<file path="src/rtl/mem_arbiter_if.sv">
`default_nettype none
// ============================================================================
//  Module      : mem_arbiter_if
//  Description : Bundle of the two requester ports (fetch and data) and the
//                single memory port served by mem_arbiter.
//  Ports       : fetch  - if_req/if_addr in, if_ready/if_rvalid/if_rdata/if_err out
//                data   - d_req/d_we/d_addr/d_wdata in,
//                         d_ready/d_rvalid/d_rdata/d_err out
//                memory - mem_en/mem_we/mem_addr/mem_wdata out, mem_rdata in
//  Modports    : master - the side that issues requests and models the memory
//                slave  - the arbiter itself
//  Revision    : 1.0 - initial release
// ============================================================================
interface mem_arbiter_if #(
    parameter int ADDR_W = 32,
    parameter int DATA_W = 32
);
    // Fetch requester
    logic              if_req;
    logic [ADDR_W-1:0] if_addr;
    logic              if_ready;
    logic              if_rvalid;
    logic [DATA_W-1:0] if_rdata;
    logic              if_err;

    // Data requester
    logic              d_req;
    logic              d_we;
    logic [ADDR_W-1:0] d_addr;
    logic [DATA_W-1:0] d_wdata;
    logic              d_ready;
    logic              d_rvalid;
    logic [DATA_W-1:0] d_rdata;
    logic              d_err;

    // Memory port
    logic              mem_en;
    logic              mem_we;
    logic [ADDR_W-1:0] mem_addr;
    logic [DATA_W-1:0] mem_wdata;
    logic [DATA_W-1:0] mem_rdata;

    modport master (
        output if_req, if_addr,
        input  if_ready, if_rvalid, if_rdata, if_err,
        output d_req, d_we, d_addr, d_wdata,
        input  d_ready, d_rvalid, d_rdata, d_err,
        input  mem_en, mem_we, mem_addr, mem_wdata,
        output mem_rdata
    );

    modport slave (
        input  if_req, if_addr,
        output if_ready, if_rvalid, if_rdata, if_err,
        input  d_req, d_we, d_addr, d_wdata,
        output d_ready, d_rvalid, d_rdata, d_err,
        output mem_en, mem_we, mem_addr, mem_wdata,
        input  mem_rdata
    );
endinterface
`default_nettype wire

</file>
<file path="src/rtl/mem_arbiter.sv">
`default_nettype none
// ============================================================================
//  Module      : mem_arbiter
//  Description : Two-port (fetch / data) arbiter in front of one single-cycle
//                memory. One request is accepted per cycle; simultaneous
//                requests are served round-robin. Reads return one cycle after
//                acceptance, misaligned requests are acknowledged and answered
//                with a one-cycle error pulse instead of a memory access.
//  Ports       : clk   - clock, rising edge
//                reset - asynchronous, active-high
//                bus   - mem_arbiter_if.slave (fetch, data and memory ports)
//  Revision    : 1.0 - initial release
// ============================================================================
module mem_arbiter #(
    parameter int ADDR_W = 32,
    parameter int DATA_W = 32
) (
    input  wire logic    clk,
    input  wire logic    reset,
    mem_arbiter_if.slave bus
);

    // Round-robin pointer encoding: names the port preferred on a conflict.
    localparam logic C_PTR_FETCH = 1'b0;
    localparam logic C_PTR_DATA  = 1'b1;

    // ------------------------------------------------------------------------
    // State
    // ------------------------------------------------------------------------
    logic              ptr_q,       ptr_d;
    logic              if_rvalid_q, if_rvalid_d;
    logic              d_rvalid_q,  d_rvalid_d;
    logic              if_err_q,    if_err_d;
    logic              d_err_q,     d_err_d;
    logic [DATA_W-1:0] if_hold_q,   if_hold_d;
    logic [DATA_W-1:0] d_hold_q,    d_hold_d;

    // ------------------------------------------------------------------------
    // Combinational grant / address selection
    // ------------------------------------------------------------------------
    logic              w_grant_if;
    logic              w_grant_d;
    logic              w_accept;
    logic              w_misalign;
    logic [ADDR_W-1:0] w_addr;

    always_comb begin
        w_grant_if = 1'b0;
        w_grant_d  = 1'b0;
        // Reset blocks every grant so nothing reaches memory while it is held.
        if (!reset) begin
            if (bus.if_req && bus.d_req) begin
                w_grant_d  = (ptr_q == C_PTR_DATA);
                w_grant_if = (ptr_q != C_PTR_DATA);
            end else begin
                w_grant_d  = bus.d_req;
                w_grant_if = bus.if_req;
            end
        end
        w_accept   = w_grant_if | w_grant_d;
        w_addr     = w_grant_d ? bus.d_addr : bus.if_addr;
        w_misalign = (w_addr[1:0] != 2'b00);
    end

    // ------------------------------------------------------------------------
    // Requester handshake and memory strobes
    // ------------------------------------------------------------------------
    assign bus.if_ready  = w_grant_if;
    assign bus.d_ready   = w_grant_d;

    // A misaligned request is acknowledged but never touches memory.
    assign bus.mem_en    = w_accept & ~w_misalign;
    assign bus.mem_we    = w_grant_d & bus.d_we & ~w_misalign;
    assign bus.mem_addr  = w_addr;
    assign bus.mem_wdata = bus.d_wdata;

    // ------------------------------------------------------------------------
    // Next-state logic
    // ------------------------------------------------------------------------
    always_comb begin
        ptr_d       = ptr_q;
        if_rvalid_d = 1'b0;
        d_rvalid_d  = 1'b0;
        if_err_d    = 1'b0;
        d_err_d     = 1'b0;
        if_hold_d   = if_hold_q;
        d_hold_d    = d_hold_q;

        // Any granted access, aligned or not, hands priority to the other port.
        if (w_grant_d) begin
            ptr_d = C_PTR_FETCH;
        end else if (w_grant_if) begin
            ptr_d = C_PTR_DATA;
        end

        // Fetches are always reads; data-port reads are loads only.
        if_rvalid_d = w_grant_if & ~w_misalign;
        d_rvalid_d  = w_grant_d  & ~w_misalign & ~bus.d_we;
        if_err_d    = w_grant_if &  w_misalign;
        d_err_d     = w_grant_d  &  w_misalign;

        // Capture the returned word so rdata stays stable after the pulse.
        if (if_rvalid_q) begin
            if_hold_d = bus.mem_rdata;
        end
        if (d_rvalid_q) begin
            d_hold_d = bus.mem_rdata;
        end
    end

    // ------------------------------------------------------------------------
    // State register
    // ------------------------------------------------------------------------
    always_ff @(posedge clk or posedge reset) begin
        if (reset) begin
            ptr_q       <= C_PTR_DATA;
            if_rvalid_q <= 1'b0;
            d_rvalid_q  <= 1'b0;
            if_err_q    <= 1'b0;
            d_err_q     <= 1'b0;
            if_hold_q   <= '0;
            d_hold_q    <= '0;
        end else begin
            ptr_q       <= ptr_d;
            if_rvalid_q <= if_rvalid_d;
            d_rvalid_q  <= d_rvalid_d;
            if_err_q    <= if_err_d;
            d_err_q     <= d_err_d;
            if_hold_q   <= if_hold_d;
            d_hold_q    <= d_hold_d;
        end
    end

    // ------------------------------------------------------------------------
    // Response outputs: live memory data in the valid cycle, held value after.
    // ------------------------------------------------------------------------
    assign bus.if_rvalid = if_rvalid_q;
    assign bus.d_rvalid  = d_rvalid_q;
    assign bus.if_err    = if_err_q;
    assign bus.d_err     = d_err_q;
    assign bus.if_rdata  = if_rvalid_q ? bus.mem_rdata : if_hold_q;
    assign bus.d_rdata   = d_rvalid_q  ? bus.mem_rdata : d_hold_q;

endmodule
`default_nettype wire

</file>
<file path="src/flat_wrapper.sv">
// flat-port wrapper written by rule: the top's interface ports become plain ports
module mem_arbiter_flat 
#(
    parameter int ADDR_W = 32,
    parameter int DATA_W = 32
)
  (clk, reset, bus_if_req, bus_if_addr, bus_if_ready, bus_if_rvalid, bus_if_rdata, bus_if_err, bus_d_req, bus_d_we, bus_d_addr, bus_d_wdata, bus_d_ready, bus_d_rvalid, bus_d_rdata, bus_d_err, bus_mem_en, bus_mem_we, bus_mem_addr, bus_mem_wdata, bus_mem_rdata);
  mem_arbiter_if #(.ADDR_W(ADDR_W), .DATA_W(DATA_W)) bus_i ();
  input  wire logic clk;
  input  wire logic reset;
  input wire logic [$bits(bus_i.if_req)-1:0] bus_if_req;
  input wire logic [$bits(bus_i.if_addr)-1:0] bus_if_addr;
  output wire logic [$bits(bus_i.if_ready)-1:0] bus_if_ready;
  output wire logic [$bits(bus_i.if_rvalid)-1:0] bus_if_rvalid;
  output wire logic [$bits(bus_i.if_rdata)-1:0] bus_if_rdata;
  output wire logic [$bits(bus_i.if_err)-1:0] bus_if_err;
  input wire logic [$bits(bus_i.d_req)-1:0] bus_d_req;
  input wire logic [$bits(bus_i.d_we)-1:0] bus_d_we;
  input wire logic [$bits(bus_i.d_addr)-1:0] bus_d_addr;
  input wire logic [$bits(bus_i.d_wdata)-1:0] bus_d_wdata;
  output wire logic [$bits(bus_i.d_ready)-1:0] bus_d_ready;
  output wire logic [$bits(bus_i.d_rvalid)-1:0] bus_d_rvalid;
  output wire logic [$bits(bus_i.d_rdata)-1:0] bus_d_rdata;
  output wire logic [$bits(bus_i.d_err)-1:0] bus_d_err;
  output wire logic [$bits(bus_i.mem_en)-1:0] bus_mem_en;
  output wire logic [$bits(bus_i.mem_we)-1:0] bus_mem_we;
  output wire logic [$bits(bus_i.mem_addr)-1:0] bus_mem_addr;
  output wire logic [$bits(bus_i.mem_wdata)-1:0] bus_mem_wdata;
  input wire logic [$bits(bus_i.mem_rdata)-1:0] bus_mem_rdata;
  assign bus_i.if_req = bus_if_req;
  assign bus_i.if_addr = bus_if_addr;
  assign bus_if_ready = bus_i.if_ready;
  assign bus_if_rvalid = bus_i.if_rvalid;
  assign bus_if_rdata = bus_i.if_rdata;
  assign bus_if_err = bus_i.if_err;
  assign bus_i.d_req = bus_d_req;
  assign bus_i.d_we = bus_d_we;
  assign bus_i.d_addr = bus_d_addr;
  assign bus_i.d_wdata = bus_d_wdata;
  assign bus_d_ready = bus_i.d_ready;
  assign bus_d_rvalid = bus_i.d_rvalid;
  assign bus_d_rdata = bus_i.d_rdata;
  assign bus_d_err = bus_i.d_err;
  assign bus_mem_en = bus_i.mem_en;
  assign bus_mem_we = bus_i.mem_we;
  assign bus_mem_addr = bus_i.mem_addr;
  assign bus_mem_wdata = bus_i.mem_wdata;
  assign bus_i.mem_rdata = bus_mem_rdata;
  mem_arbiter #(.ADDR_W(ADDR_W), .DATA_W(DATA_W)) u_core (.clk(clk), .reset(reset), .bus(bus_i));
endmodule
</file>
<file path="config.mk">
export PLATFORM = sky130hd
export DESIGN_NAME = mem_arbiter_flat
export DESIGN_NICKNAME = d
export VERILOG_FILES = /design/src/rtl/mem_arbiter_if.sv /design/src/rtl/mem_arbiter.sv /design/src/flat_wrapper.sv
export SDC_FILE = /design/constraint.sdc
export NUM_CORES = 1
export LEC_CHECK = 0
export BUFFER_PORTS_ARGS = -buffer_cell sky130_fd_sc_hd__buf_2
export CORE_AREA = 2 2 105 107
export CTS_BUF_LIST = sky130_fd_sc_hd__clkbuf_4 sky130_fd_sc_hd__clkbuf_8
export DETAILED_ROUTE_END_ITERATION = 16
export DIE_AREA = 0 0 107 109
export PLACE_DENSITY = 0.75
export SLEW_MARGIN = 0
export SYNTH_ARGS = -nofsm -noshare
export SYNTH_HDL_FRONTEND = slang
export SYNTH_SLANG_ARGS = --single-unit
</file>
<file path="constraint.sdc">
create_clock -name clk -period 5.92 [get_ports clk]
set_clock_uncertainty 0.2 [all_clocks]
set_input_delay 0.296 -clock clk [delete_from_list [all_inputs] [get_ports clk]]
set_output_delay 0.296 -clock clk [all_outputs]
set_load 0.01 [all_outputs]
</file>
==> flow_summary.toml <==
[logic_synthesis]
synth_simple_gate_area_share_pct = 2.64
synth_compound_area_share_pct = 0.931
synth_fa_ha_area_share_pct = 0
synth-xor-area-share_pct = 0
synth_area_per_cell_um2 = 14.7
synth_area_um2 = 3360
synthMuxAreaShare_pct = 35.3
yosysWarnings = 0
synth-seq-area-share_pct = 51.4
synth_edf_count = 0
async_flop_share_pct = 100
synth_nets = 362
synth_top_family_by_area = "multiplexers"
yosys_most_used_dff = "dfrtp_1"
synth_cell_type_count = 22
yosys_register_bits = 69
synthCells = 229

[cts]
cts_setup_buffers = 0
max-clock-path-buffers = 2
cts_made_buffers = 9
post_cts_resized = 0
clock_latency_ps = 330
cts_max_level = 3
root_buffer = "clkbuf_8"
cts.clk_slew.worst_paths_ps = 70
cts.sinks = 69
cts_tree = "yes"

[worst_setup_path]
crit_required_ps = 5420
critPathKind = "register to output pin"
crit_path_max_fanout = 18
cp-start-kind = "register"
crit_path_end_kind = "output pin"
arrival_ps = 2070

[power_and_ir_drop]
p_per_area_nw_per_um2 = 321
p_leak_uw = 0.00241
swShare_pct = 29.9
clkPwrFrac_pct = 22.3
seqPwrFrac_pct = 43.9
p_switching_uw = 429
ir_worst_vdd_uv = 174
internal_power_uw = 1010
p_comb_share_pct = 33.8

[placed_design]
placed_cell_area_um2 = 4270
gp_congestion = 0.785
place_hpwl_mm = 6.84
portBuffers = 204
dpl.cell_count = 533

[global_route]
grt_pass1_wl_mm = 12.7
grt_pass1_vias = 2532
grt_max_degree = 70
gr-usage-all-layers_pct = 14.4
antenna_found_initial = 0
overflow = 0

[finish]
syn2layout_area_growth_pct = 32.9
drive_above_1_share_pct = 78.0
final_cells = 550
final_cell_area_um2 = 4470
nFillCells = 992
diodes = 0
utilization_pct = 42.1
finalNetCount = 541

[timing]
period_needed_ps = 2560
hold_viol = 0
slew_violations = 0
worst_pin_slew_ps = 867
finalSetupViolCount = 0
fin_crit_sh_pct = 43.3
fin_tns_setup_ps = 0
rsz0062_at_grt = "false"
slew_headroom_pct = 42.2
max_freq_mhz = 390

[floorplan]
start_util_pct = 31.7
die_area_um2 = 11700
rows = 38
die_x_um = 107
die_y_um = 109
io_pins = 269
core-area_um2 = 10600

[routing]
drc = 0
detail_route.first_pass.iterations = 4
wl_mm = 8.63
ant_nets = 0
drt-initial-drc-count = 62
via_per_inst = 4.46
via_count = 2453
wl_per_cell_um = 15.7

[run]
cap_violations = 0

[run_status]
status = "finished, final reports clean"

[min_path]
hp-class = "input pin to register"
==> cell families after synthesis <==
logic type / Yosys count
AO/OA/AOI/OAI: 4
multiplexers: 96
AND/OR/NAND/NOR: 13
flip-flops: 69
buffers and inverters: 47
==> worst max-delay path, cell delays in order (launching register included) <==
cell and delay, ps:
dfrtp_1 830, buf_4 370, mux2_2 380, buf_2 140
==> cell usage after synthesis, types with 2 or more instances <==
| library cell | number | area [µm²] |
|---|---|---|
| buf_6 | 3 | 33.8 |
| inv_1 | 4 | 15.0 |
| buf_2 | 6 | 30.0 |
| buf_4 | 32 | 240 |
| clkbuf_1 | 2 | 7.51 |
| dfrtp_1 | 68 | 1700 |
| mux2_4 | 28 | 420 |
| nand2_1 | 2 | 7.51 |
| nor2_1 | 5 | 18.8 |
| mux2_2 | 64 | 721 |
| mux2_1 | 4 | 45.0 |
==> final timing paths <==
path                                      from                    to  slack (ps)  cells past startpoint
max in group asynchronous                reset  u_core.if_hold_q[11]        4870                      3
min in group asynchronous                reset  u_core.bus.if_rvalid          50                      3
setup / recovery           u_core.bus.d_rvalid       bus_d_rdata[24]        3360                      3
hold reg to reg            u_core.if_hold_q[6]   u_core.if_hold_q[6]         290                      1
setup reg to reg           u_core.bus.d_rvalid   u_core.d_hold_q[22]        4010                      2
hold / removal               bus_mem_rdata[15]  u_core.if_hold_q[15]          30                      2
==> final cells by class <==
type                       count  area (µm²)  share of cell area [%]
sequential                    69        1730                    38.7
timing repair buffer         211        1080                    24.3
inverter                       4        15.0                   0.336
tap                          140         175                    3.92
multi-input combinational    113        1310                    29.3
clock buffer                  11         145                    3.25
clock inverter                 2        12.5                   0.280
==> flip-flops by register name, summed over array words and instances, names as in the netlist <==
| name | cells |
|---|---|
| u_core.d_hold_q | 32 |
| u_core.if_hold_q | 32 |
| u_core.bus.d_err | 1 |
| u_core.bus.d_rvalid | 1 |
| u_core.bus.if_err | 1 |
| u_core.bus.if_rvalid | 1 |
| u_core.ptr_q | 1 |
==> through the flow <==
stage	setup WS [ps]	power, µW	hold WS [ps]
floorplan	3690	936	162
global placement	3760	1110	263
detailed placement	3690	1130	275
CTS	3310	1460	0.0289
global route	3230	1530	6.24
finish	3360	1440	25.1
==> power groups by stage <==
stage	clock network, µW	registers [µW]	logic (µW)
detailed placement	0	640	491
CTS	338	631	494
global route	359	641	526
finish	320	630	485
global placement	0	632	479
floorplan	0	626	311
==> layer usage <==
layer / vias to the layer above / track usage, % / routed length (µm)
met5: - / 0 / 0
met1: 1183 / 15.8 / 3250
met2: 133 / 24.4 / 4370
li1: 1116 / - / -
met3: 21 / 3.71 / 657
met4: 0 / 9.74 / 348
==> timing repair <==
item | CTS | global route
hold buffers | 4 | 0
endpoints found under the hold margin | 5 | 0
endpoints found under the setup margin | 0 | 0
==> layout by cell type, fill, tap and decap left out, drive strengths merged, types with 3 or more instances in the layout <==
master | synthesis | layout
inv | 4 | 4
nand2 | 3 | 3
clkbuf | 2 | 11
buf | 41 | 207
dlygate4sd3 | 0 | 4
mux2 | 96 | 96
nor2 | 5 | 5
dfrtp | 68 | 68
(Power assumes the default switching activity.)
